==> src/rtl/hyperbus_cs_ctrl.sv <==
// rtl/hyperbus_cs_ctrl.sv - HyperBus chip-select and tCSS/tCSH/tRWR/tCSM timing controller
module hyperbus_cs_ctrl #(
    parameter int unsigned NR_CS        = 2,
    parameter int unsigned T_CSS        = 1,
    parameter int unsigned T_CSH        = 1,
    parameter int unsigned T_RWR        = 6,
    parameter int unsigned T_CSM_CYCLES = 400,
    parameter int unsigned T_CSM_MARGIN = 32,
    parameter int unsigned CNT_WIDTH    = 10
) (
    input  logic             clk270,
    input  logic             rst_ni,
    input  logic             req_i,
    input  logic [NR_CS-1:0] cs_sel_i,
    output logic             ready_o,
    output logic             ck_en_o,
    output logic [NR_CS-1:0] hyper_cs_no,
    output logic             tcsm_warn_o,
    output logic             tcsm_viol_o,
    output logic             sel_err_o,
    input  logic             err_clr_i
);

    localparam int unsigned PH_MAX0 = (T_CSS > T_CSH) ? T_CSS : T_CSH;
    localparam int unsigned PH_MAX  = (PH_MAX0 > T_RWR) ? PH_MAX0 : T_RWR;
    localparam int unsigned PH_W    = $clog2(PH_MAX + 1);

    localparam logic [PH_W-1:0] CSS_END = PH_W'(T_CSS - 1);
    localparam logic [PH_W-1:0] CSH_END = PH_W'(T_CSH - 1);
    localparam logic [PH_W-1:0] RWR_END = PH_W'(T_RWR - 1);

    // LIMIT leaves room for the hold phase so total CS-low time stays within tCSM
    localparam logic [CNT_WIDTH-1:0] LIMIT   = CNT_WIDTH'(T_CSM_CYCLES - T_CSH - 1);
    localparam logic [CNT_WIDTH-1:0] WARN_AT = CNT_WIDTH'(T_CSM_CYCLES - T_CSH - 1 - T_CSM_MARGIN);

    typedef enum logic [2:0] {
        IDLE     = 3'd0,
        SETUP    = 3'd1,
        ACTIVE   = 3'd2,
        HOLD     = 3'd3,
        RECOVERY = 3'd4
    } state_e;

    state_e                 state_q, state_d;
    logic [PH_W-1:0]        phase_q, phase_d;
    logic [CNT_WIDTH-1:0]   tcsm_q, tcsm_d;
    logic [NR_CS-1:0]       sel_q, sel_d;
    logic [NR_CS-1:0]       cs_n_q, cs_n_d;
    logic                   viol_q, viol_d;
    logic                   err_q, err_d;
    logic                   sel_onehot;
    logic                   cs_low_d;

    assign sel_onehot = (cs_sel_i != '0) && ((cs_sel_i & (cs_sel_i - NR_CS'(1))) == '0);

    always_comb begin
        state_d = state_q;
        phase_d = phase_q + PH_W'(1);
        tcsm_d  = tcsm_q;
        sel_d   = sel_q;
        viol_d  = 1'b0;
        err_d   = err_q;

        if (err_clr_i) begin
            err_d = 1'b0;
        end

        if ((state_q == SETUP || state_q == ACTIVE) && tcsm_q != '1) begin
            tcsm_d = tcsm_q + CNT_WIDTH'(1);
        end

        unique case (state_q)
            IDLE: begin
                phase_d = '0;
                if (req_i) begin
                    if (sel_onehot) begin
                        state_d = SETUP;
                        sel_d   = cs_sel_i;
                        tcsm_d  = '0;
                    end else begin
                        err_d = 1'b1;
                    end
                end
            end
            SETUP: begin
                if (!req_i) begin
                    state_d = HOLD;
                    phase_d = '0;
                end else if (phase_q == CSS_END) begin
                    state_d = ACTIVE;
                    phase_d = '0;
                end
            end
            ACTIVE: begin
                phase_d = '0;
                if (tcsm_q >= LIMIT) begin
                    state_d = HOLD;
                    viol_d  = 1'b1;
                end else if (!req_i) begin
                    state_d = HOLD;
                end
            end
            HOLD: begin
                if (phase_q == CSH_END) begin
                    state_d = RECOVERY;
                    phase_d = '0;
                end
            end
            RECOVERY: begin
                if (phase_q == RWR_END) begin
                    state_d = IDLE;
                    phase_d = '0;
                end
            end
            default: begin
                state_d = IDLE;
                phase_d = '0;
            end
        endcase
    end

    assign cs_low_d = (state_d == SETUP) || (state_d == ACTIVE) || (state_d == HOLD);
    assign cs_n_d   = ~(sel_d & {NR_CS{cs_low_d}});

    always_ff @(posedge clk270 or negedge rst_ni) begin
        if (!rst_ni) begin
            state_q <= IDLE;
            phase_q <= '0;
            tcsm_q  <= '0;
            sel_q   <= '0;
            cs_n_q  <= '1;
            viol_q  <= 1'b0;
            err_q   <= 1'b0;
        end else begin
            state_q <= state_d;
            phase_q <= phase_d;
            tcsm_q  <= tcsm_d;
            sel_q   <= sel_d;
            cs_n_q  <= cs_n_d;
            viol_q  <= viol_d;
            err_q   <= err_d;
        end
    end

    assign ready_o     = (state_q == IDLE);
    assign ck_en_o     = (state_q == ACTIVE);
    assign tcsm_warn_o = (state_q == ACTIVE) && (tcsm_q >= WARN_AT);
    assign tcsm_viol_o = viol_q;
    assign sel_err_o   = err_q;
    assign hyper_cs_no = cs_n_q;

endmodule

==> config.mk <==
export PLATFORM = sky130hd
export DESIGN_NAME = hyperbus_cs_ctrl
export DESIGN_NICKNAME = d
export VERILOG_FILES = /design/src/rtl/hyperbus_cs_ctrl.sv
export SDC_FILE = /design/constraint.sdc
export NUM_CORES = 1
export LEC_CHECK = 0
export BUFFER_PORTS_ARGS = -buffer_cell sky130_fd_sc_hd__buf_2
export CAP_MARGIN = 10
export CORE_MARGIN = 2
export CORE_UTILIZATION = 40
export CTS_BUF_LIST = sky130_fd_sc_hd__clkbuf_4 sky130_fd_sc_hd__clkbuf_8
export DETAILED_ROUTE_END_ITERATION = 7
export PLACE_DENSITY = 0.64
export SETUP_SLACK_MARGIN = 0.05
export SLEW_MARGIN = 20
export SYNTH_ARGS = -nofsm -noshare
export SYNTH_HDL_FRONTEND = slang
export SYNTH_SLANG_ARGS = --single-unit
==> constraint.sdc <==
create_clock -name clk270 -period 1.78 [get_ports clk270]
set_input_delay 0.178 -clock clk270 [delete_from_list [all_inputs] [get_ports clk270]]
set_output_delay 0.178 -clock clk270 [all_outputs]
set_load 0.005 [all_outputs]
# Word level (Yosys, flattened, before mapping)

Index checks and enable logic that the tools add are counted.

Bits in registers: 22
Bits in latches: 0
Bits in writable memories: 0
ROM bits: 0
Input port bits: 6
Word-level logic and storage cells: 60
Memories kept: 0

Add/sub/neg operators: 3
Multiply operators: 0
Div/mod/pow operators: 0
Magnitude comparators: 2
Equality and inequality tests: 9
Shift operators: 0
Multiplexer cells: 26
Bitwise gates (word level): 3
Reduce and logical (&&, ||, !) cells: 10

Operators by type and width:

| operator                | count |
|---|---|
| $mux W10                | 4 |
| $mux W3                 | 11 |
| $ge A10 B9 Y1 const B   | 2 |
| $pmux W3 S5             | 1 |
| $eq A3 B2 Y1 const B    | 4 |
| $add A10 B1 Y10 const B | 1 |
| $ne A10 B10 Y1 const B  | 1 |
| $pmux W3 S3             | 1 |
| $eq A3 B1 Y1 const B    | 2 |
| $eq A3 B3 Y1 const B    | 2 |
| $logic_not A3 Y1        | 2 |
| $mux W1                 | 6 |
| $mux W2                 | 3 |
| $and A2 B2 Y2           | 2 |
| $add A3 B1 Y3 const B   | 1 |
| $logic_and A1 B1 Y1     | 3 |
| $logic_or A1 B1 Y1      | 3 |
| $logic_not A2 Y1        | 1 |
| $not A2 Y2              | 1 |
| $reduce_bool A2 Y1      | 1 |
| $sub A2 B1 Y2 const B   | 1 |

# Depth between registers and ports, before layout

Gate-level depths: netlist of the first run.

Depth in word-level cells: 12
Gate-level depth with buffers: 6
Depth with buffers taken out: 6

# Worst setup path after synthesis of the first run

No wires, ideal clock.

Kind: register -> register
Start point: register state_q[0]
End point: register tcsm_q[6]
Data arrival time: 1.429 ns
Path slack: 0.231 ns
Stages on the path, launching flop included: 7
Clock period less this slack: 1.549 ns
Path through: dfrtp_1 > buf_2 > nor4b_2 > and2_1 > buf_2 > a311oi_1 > a41o_1

Longest elaborated chain between the ends: 7

Ends and longest elaborated chain:

| what                                                | line | text |
|---|---|---|
| start, declared                                     | 44   | `state_e state_q, state_d;` |
| start signal, assigned                              | 135  | `state_q <= state_d;` |
| $eq A3 B1 Y1 / $eq A3 B2 Y1 (equally long branches) | 68   | `if ((state_q == SETUP \|\| state_q == ACTIVE) && tcsm_q != '1) begin` |
| $logic_or A1 B1 Y1                                  | 68   |  |
| $logic_and A1 B1 Y1                                 | 68   |  |
| $mux W10                                            | 68   |  |
| $mux W10                                            | 76   | `if (sel_onehot) begin` |
| $mux W10                                            | 75   | `if (req_i) begin` |
| $mux W10 (*)                                        | 72   | `unique case (state_q)` |
| named net tcsm_d[6]                                 | 46   | `logic [CNT_WIDTH-1:0] tcsm_q, tcsm_d;` |
| end signal, assigned                                | 137  | `tcsm_q <= tcsm_d;` |
| end, declared                                       | 46   |  |

The timed path passes the listed nets; every way through them passes the cells marked *.

# Final worst setup path of the first run

Start point: register state_q[0]
End point: register tcsm_q[7]

Same word-level chain as after synthesis.

==> metrics.md, run 1 <==
| Metric | Value |
|---|---|
| Startpoint Class | `flop` |
| RSZ-0062 raised after global routing | `true` |
| Status | `complete, no violations` |
| Synth Instances | `135` |
| Worst Setup End Kind | `flop` |
| Final instance area | `1480 um2` |
| I/O pins | `13` |
| Core area | `3050 um2` |
| CP endpoint | `tcsm_q[7]` |
| First-pass DRT Iterations | `4` |
| Hold Path Class | `in2reg` |
| VDD IR-drop max | `0.852 mV` |
| Fin. Hold Viols | `0` |
| Drt total wl | `2.67 mm` |
| Die Ht | `60.5 um` |
| Final core occ | `48.5%` |
| Final Critical Period | `1.68 ns` |
| H-tree Lvls | `1` |
| Max-Cap Viols | `0` |
| Fmax | `594 MHz` |
| Crit-path max FO | `8` |
| Multi-input logic area | `684 um2` |
| WL/cell | `13.6 um` |
| Register Area | `554 um2` |
| Placer Congestion | `0.794` |
| Post-Syn Area | `1280 um2` |
| Worst Tran Pin Value | `0.487 ns` |
| Count of input and output buffers | `12` |
| WP data required | `2.00 ns` |
| Total GRT Usage | `16.2%` |
| Crit path DAT | `1.91 ns` |
| Iter 0 DRT Violations | `127` |
| R2R Path Start | `state_q[0]` |
| R2R Setup Slk | `0.1 ns` |
| Number of synthesized register bits | `22` |
| TritonCTS Sinks | `22` |
| Worst skew pair latency | `0.31 ns` |
| Crit share post-route | `94.6%` |
| R2r endpoint | `tcsm_q[7]` |
| CTS tree | `yes` |
| Worst-path clk slew | `0.12 ns` |
| Post-route ant nets | `0` |
| Layout area overhead | `15.9%` |
| Chip width | `60.5 um` |
| Top cells by count, synth | `dfrtp_1, nand2_1, nor2_1, a21oi_1, inv_1` |
| # DRC | `0` |
| Final #Nets | `166` |
| Vias in the first global route | `982` |
| Ant. Diodes | `0` |
| Vias per cell | `5.40` |
| Crit path from | `state_q[0]` |
| Setup_tns | `0 ns` |
| Syn Area/Cell | `9.46 um2` |
| Max clock buf depth | `2` |
| Area contributors post-synth | `dfrtp_1, ha_1, dfstp_2` |
| EDFF count, synth | `0` |
| CTS root buf | `clkbuf_4` |
| GRT overflow | `0` |
| Leakage power | `0.653 nW` |
| Hpwl dp | `1.84 mm` |
| Row cnt | `20` |
| Synth warnings | `0` |
| Async set-reset flop share out of synthesis | `100%` |
| Synthesized Nets | `147` |
| First-pass GRT wire length | `4.40 mm` |
| Rel. slew slack | `67.5%` |
| Most common cell in the netlist | `dfrtp_1` |
| Register area share after synthesis | `43.3%` |
| Share of cells above drive strength 1 | `21.6%` |
| Final setup viols | `0` |
| Die area | `3660 um2` |
| Slew Limit Fails | `0` |
| Post-Place Worst Slack | `0.0743 ns` |
| Fillers | `299` |
| Initial antenna violation count | `0` |
| Worst Clk Skew | `0.0105 ns` |
| Pwr Density | `1390 nW/um2` |
| Critical path class | `reg2reg` |
| Worst reg2reg path depth | `4` |
| Num CTS Buffers | `3` |
| Largest net degree at the start of global routing | `23` |
| Share of the synthesized area in the top cell type | `39.2%` |
| Post-route setup slack | `0.0954 ns` |
| Synth Flop Type | `dfrtp_1` |
| DR vias | `1063` |
| Yosys top cell by area | `dfrtp_1` |
| Post-DP Area | `1390 um2` |
| Distinct cells, synth | `40` |
| Starting Density | `41.8%` |
timing repair:
action	in CTS	in global routing
setup buffers	0	4
endpoints found under the hold margin	20	0
gates cloned	0	0
pin swaps	0	1
hold buffers	1	0
endpoints found under the setup margin	2	3
resized for setup	2	1
layout by cell type, fill, tap and decap left out, types with 2 or more instances in the layout:
cell type  synthesis  final
a211oi_1           3      3
a21boi_0           2      2
a21oi_1           10     10
a311oi_1           3      3
a31oi_1            3      3
and2_1             3      3
and3_1             3      3
and4b_1            2      2
buf_2              3     12
buf_4              0      7
clkbuf_4           0      4
dfrtp_1           20     19
dfstp_2            2      2
ha_1               6      6
inv_1              9      9
nand2_1           13     13
nand2b_1           2      2
nand3_1            4      4
nor2_1            11     11
nor3_1             6      6
o21ai_0            6      6
layout make-up:
cell class                 count  share of cell area (%)
multi-input combinational     98                    46.2
inverter                       9                    2.28
sequential                    22                    37.4
tap                           44                    3.72
timing repair buffer          20                    8.28
clock buffer                   4                    2.03
metal layers:
metal / wire length [um] / part of all wire [%] / GRT usage, %
met5: 0 / 0 / 0
met1: 1260 / 47 / 20.9
met2: 1280 / 48 / 25.6
met3: 84 / 3.1 / 4.05
met4: 45 / 1.7 / 7.76
per-stage QoR:
stage / power (mW) / hold slack, ns / cells
global route: 2.23 / 0.0405 / 197
global placement: 1.67 / 0.166 / 188
detailed placement: 1.71 / 0.173 / 188
CTS: 2.00 / 0.0327 / 193
finish: 2.05 / 0.0437 / 197
floorplan: 1.48 / -0.118 / 135
sequential cells by signal (all words and copies together), names as in the netlist:
signal and cells:
tcsm_viol_o 1, state_q 3, sel_err_o 1, phase_q 3, tcsm_q 10, hyper_cs_no 2
sel_q 2
report_power, final:
group / internal, mW / leakage [nW] / switching (mW)
Clock: 0.103 / 0.0184 / 0.148
Combinational: 0.437 / 0.350 / 0.519
Sequential: 0.649 / 0.285 / 0.195
worst min-delay path by stage:
stage	start	cells past startpoint	end	slack [ns]
2_1_floorplan	rst_ni	0	phase_q[0]	-0.12
3_3_place_gp	rst_ni	1	tcsm_q[7]	0.17
3_5_place_dp	rst_ni	1	tcsm_q[7]	0.17
4_1_cts	err_clr_i	2	sel_err_o	0.03
5_1_grt	err_clr_i	2	sel_err_o	0.04
6_report	err_clr_i	2	sel_err_o	0.04
cell families after synthesis:
| logic type | after synthesis | synth area share (%) |
|---|---|---|
| AND/OR/NAND/NOR | 51 | 23.1 |
| adder cells (fa/ha/maj) | 6 | 5.88 |
| flip-flops | 22 | 43.3 |
| AO/OA/AOI/OAI | 38 | 20.4 |
| buffers and inverters | 15 | 4.70 |
| XOR/XNOR | 3 | 2.65 |
critical path, cell delays in order (launching register included):
cell,delay [ns]
dfrtp_1,0.49
xnor2_2,0.27
nor4_4,0.44
a31oi_1,0.14
a311oi_1,0.27
Note: power is estimated with default switching activity, not from simulation.
==> run 2: changes to the inputs <==
--- a/config.mk
+++ b/config.mk
@@ -11,6 +11,7 @@
 export CORE_UTILIZATION = 40
 export CTS_BUF_LIST = sky130_fd_sc_hd__clkbuf_4 sky130_fd_sc_hd__clkbuf_8
 export DETAILED_ROUTE_END_ITERATION = 7
+export HOLD_SLACK_MARGIN = 0.1
 export PLACE_DENSITY = 0.64
 export SETUP_SLACK_MARGIN = 0.05
 export SLEW_MARGIN = 20
==> run 2 against run 1 <==
Compared with the run above:
- wire length fell by 0.52%
- worst hold slack improved by 0.20 ns
- critical path depth is the same
- critical endpoint unchanged
==> metrics.md, run 2 (synthesis gave the netlist of run 1 again) <==
| Metric | Value |
|---|---|
| Fillers | `295 (-1.3%)` |
| Pwr Density | `1370 nW/um2 (-1.2%)` |
| RSZ-0062 raised after global routing | `true` |
| Die Ht | `60.5 um (unchanged)` |
| Count of input and output buffers | `12 (unchanged)` |
| Hold Path End | `sel_q[0]` |
| H-tree Lvls | `1 (unchanged)` |
| Placer Congestion | `0.794 (unchanged)` |
| Vias in the first global route | `976 (-0.61%)` |
| Iter 0 DRT Violations | `114 (-10%)` |
| Max clock buf depth | `2 (unchanged)` |
| Final Critical Period | `1.68 ns (-0.00577 ns)` |
| Worst reg2reg path depth | `4 (unchanged)` |
| Drt total wl | `2.66 mm (-0.52%)` |
| Initial antenna violation count | `0 (unchanged)` |
| CP max stage delay | `0.50 ns (about the same)` |
| Chip width | `60.5 um (unchanged)` |
| Worst Hold Path Cells | `3 (+1)` |
| Crit-path max FO | `8 (unchanged)` |
| Total GRT Usage | `16.2% (unchanged)` |
| Core area | `3050 um2 (unchanged)` |
| R2R Path Start | `state_q[0]` |
| Most frequent cells in the layout | `dfrtp_1, nand2_1, buf_2` |
| CTS tree | `yes` |
| Leakage power | `0.661 nW (+1.3%)` |
| Buf+Inv Stages, Crit Path | `0 (unchanged)` |
| Hold Path Class | `in2reg` |
| DR vias | `1057 (-0.56%)` |
| Max reg flops | `10 (unchanged)` |
| Die area | `3660 um2 (unchanged)` |
| Worst Clk Skew | `0.0105 ns (+0.0000683 ns)` |
| Worst Tran Pin Value | `0.487 ns (+0.000342 ns)` |
| Layout area overhead | `17.4%` |
| R2R Setup Slk | `0.10 ns (about the same)` |
| Setup_tns | `0 ns (unchanged)` |
| Largest Register | `tcsm_q` |
| Most common cell after layout, fill and taps aside | `dfrtp_1` |
| WP data required | `2.01 ns (about the same)` |
| Worst-path clk slew | `0.12 ns (about the same)` |
| Crit path DAT | `1.90 ns (about the same)` |
| Slew Limit Fails | `0 (unchanged)` |
| Post-Place Worst Slack | `0.0743 ns (unchanged)` |
| GRT overflow | `0 (unchanged)` |
| Ant. Diodes | `0 (unchanged)` |
| Top Registers | `tcsm_q x10, phase_q x3, state_q x3` |
| Final core occ | `49.1% (+0.66 points)` |
| Final #Nets | `168 (+1.2%)` |
| Final setup viols | `0 (unchanged)` |
| CP Cell Sequence | `xnor2_2 -> nor4_4 -> a31oi_1 -> a311oi_1` |
| Worst hold path startpoint | `cs_sel_i[0]` |
| WL/cell | `13.3 um (-1.5%)` |
| R2r endpoint | `tcsm_q[7]` |
| Crit share post-route | `94.3% (-0.32 points)` |
| Starting Density | `41.8% (unchanged)` |
| VDD IR-drop max | `0.852 mV (about the same)` |
| First-pass DRT Iterations | `4 (unchanged)` |
| Worst Setup End Kind | `flop` |
| I/O pins | `13 (unchanged)` |
| Fmax | `596 MHz (+0.34%)` |
| Worst skew pair latency | `0.31 ns (about the same)` |
| Rel. slew slack | `67.5% (about the same)` |
| TritonCTS Sinks | `22 (unchanged)` |
| # DRC | `0 (unchanged)` |
| CTS root buf | `clkbuf_4` |
| Post-route setup slack | `0.101 ns (+0.00577 ns)` |
| Status | `complete, no violations` |
| Post-route ant nets | `0 (unchanged)` |
| First-pass GRT wire length | `4.40 mm (unchanged)` |
| Critical path's slowest cell | `dfrtp_1` |
| Num CTS Buffers | `3 (unchanged)` |
| Largest net degree at the start of global routing | `23 (unchanged)` |
| Startpoint Class | `flop` |
| Share of cells above drive strength 1 | `21.3% (-0.28 points)` |
| Max-Cap Viols | `0 (unchanged)` |
| Hpwl dp | `1.84 mm (unchanged)` |
| Vias per cell | `5.31 (-1.6%)` |
| Row cnt | `20 (unchanged)` |
| Critical path class | `reg2reg` |
| Fin. Hold Viols | `0 (unchanged)` |
| Top delay family on crit path | `flip-flops` |
-- run 2: per-stage QoR --
stage	std cells	instance area, um2	hold slack (ns)	total power [mW]
after detailed placement	188	1390	0.173	1.71
after global placement	188	1390	0.166	1.67
after CTS	195	1460	0.233	2.01
after floorplan	135	1280	-0.118	1.48
after global routing	199	1500	0.259	2.23
final	199	1500	0.241	2.05
-- run 2: report_power, final --
group / switching (mW) / internal [mW] / leakage (nW)
Sequential: 0.195 / 0.649 / 0.285
Clock: 0.148 / 0.103 / 0.0184
Combinational: 0.519 / 0.440 / 0.358
Total: 0.862 / 1.19 / 0.661
-- run 2: worst max path at each step --
stage | startpoint | endpoint | slack [ns] | cells after the start
global placement | state_q[0] | tcsm_q[6] | 0.16 | 4
floorplan | state_q[0] | tcsm_q[6] | 0.23 | 6
global route | tcsm_q[2] | tcsm_q[7] | 0.005 | 4
finish | state_q[0] | tcsm_q[7] | 0.10 | 4
CTS | tcsm_q[1] | tcsm_q[1] | 0.07 | 5
detailed placement | tcsm_q[1] | tcsm_q[1] | 0.07 | 5
-- run 2: metal layers --
layer / GRT usage, % / up-vias / wire (um)
met5: 0 / - / 0
met4: 7.76 / 0 / 40
met3: 4.05 / 5 / 82
met2: 25.6 / 15 / 1270
met1: 20.9 / 505 / 1260
li1: - / 532 / -
-- run 2: worst min-delay path, cell delays in order --
cell     delay, ns
buf_2         0.13
a21oi_1       0.14
a21oi_1       0.07
-- run 2: repair_timing --
item / 4_1_cts / 5_1_grt
buffers inserted: 0 / 4
hold buffers: 3 / 0
gates cloned: 0 / 0
pin swaps: 0 / 1
resized for setup: 2 / 1
setup endpoints to repair: 2 / 3
hold endpoints to repair: 22 / 0
-- run 2: final cells by class --
class                           count  area [um2]  area share, %
Sequential cell                    22         554           36.9
Tap cell                           44        55.1           3.67
Timing Repair Buffer               22         143           9.51
Inverter                            9        33.8           2.25
Multi-Input combinational cell     98         684           45.6
Clock buffer                        4        30.0           2.00
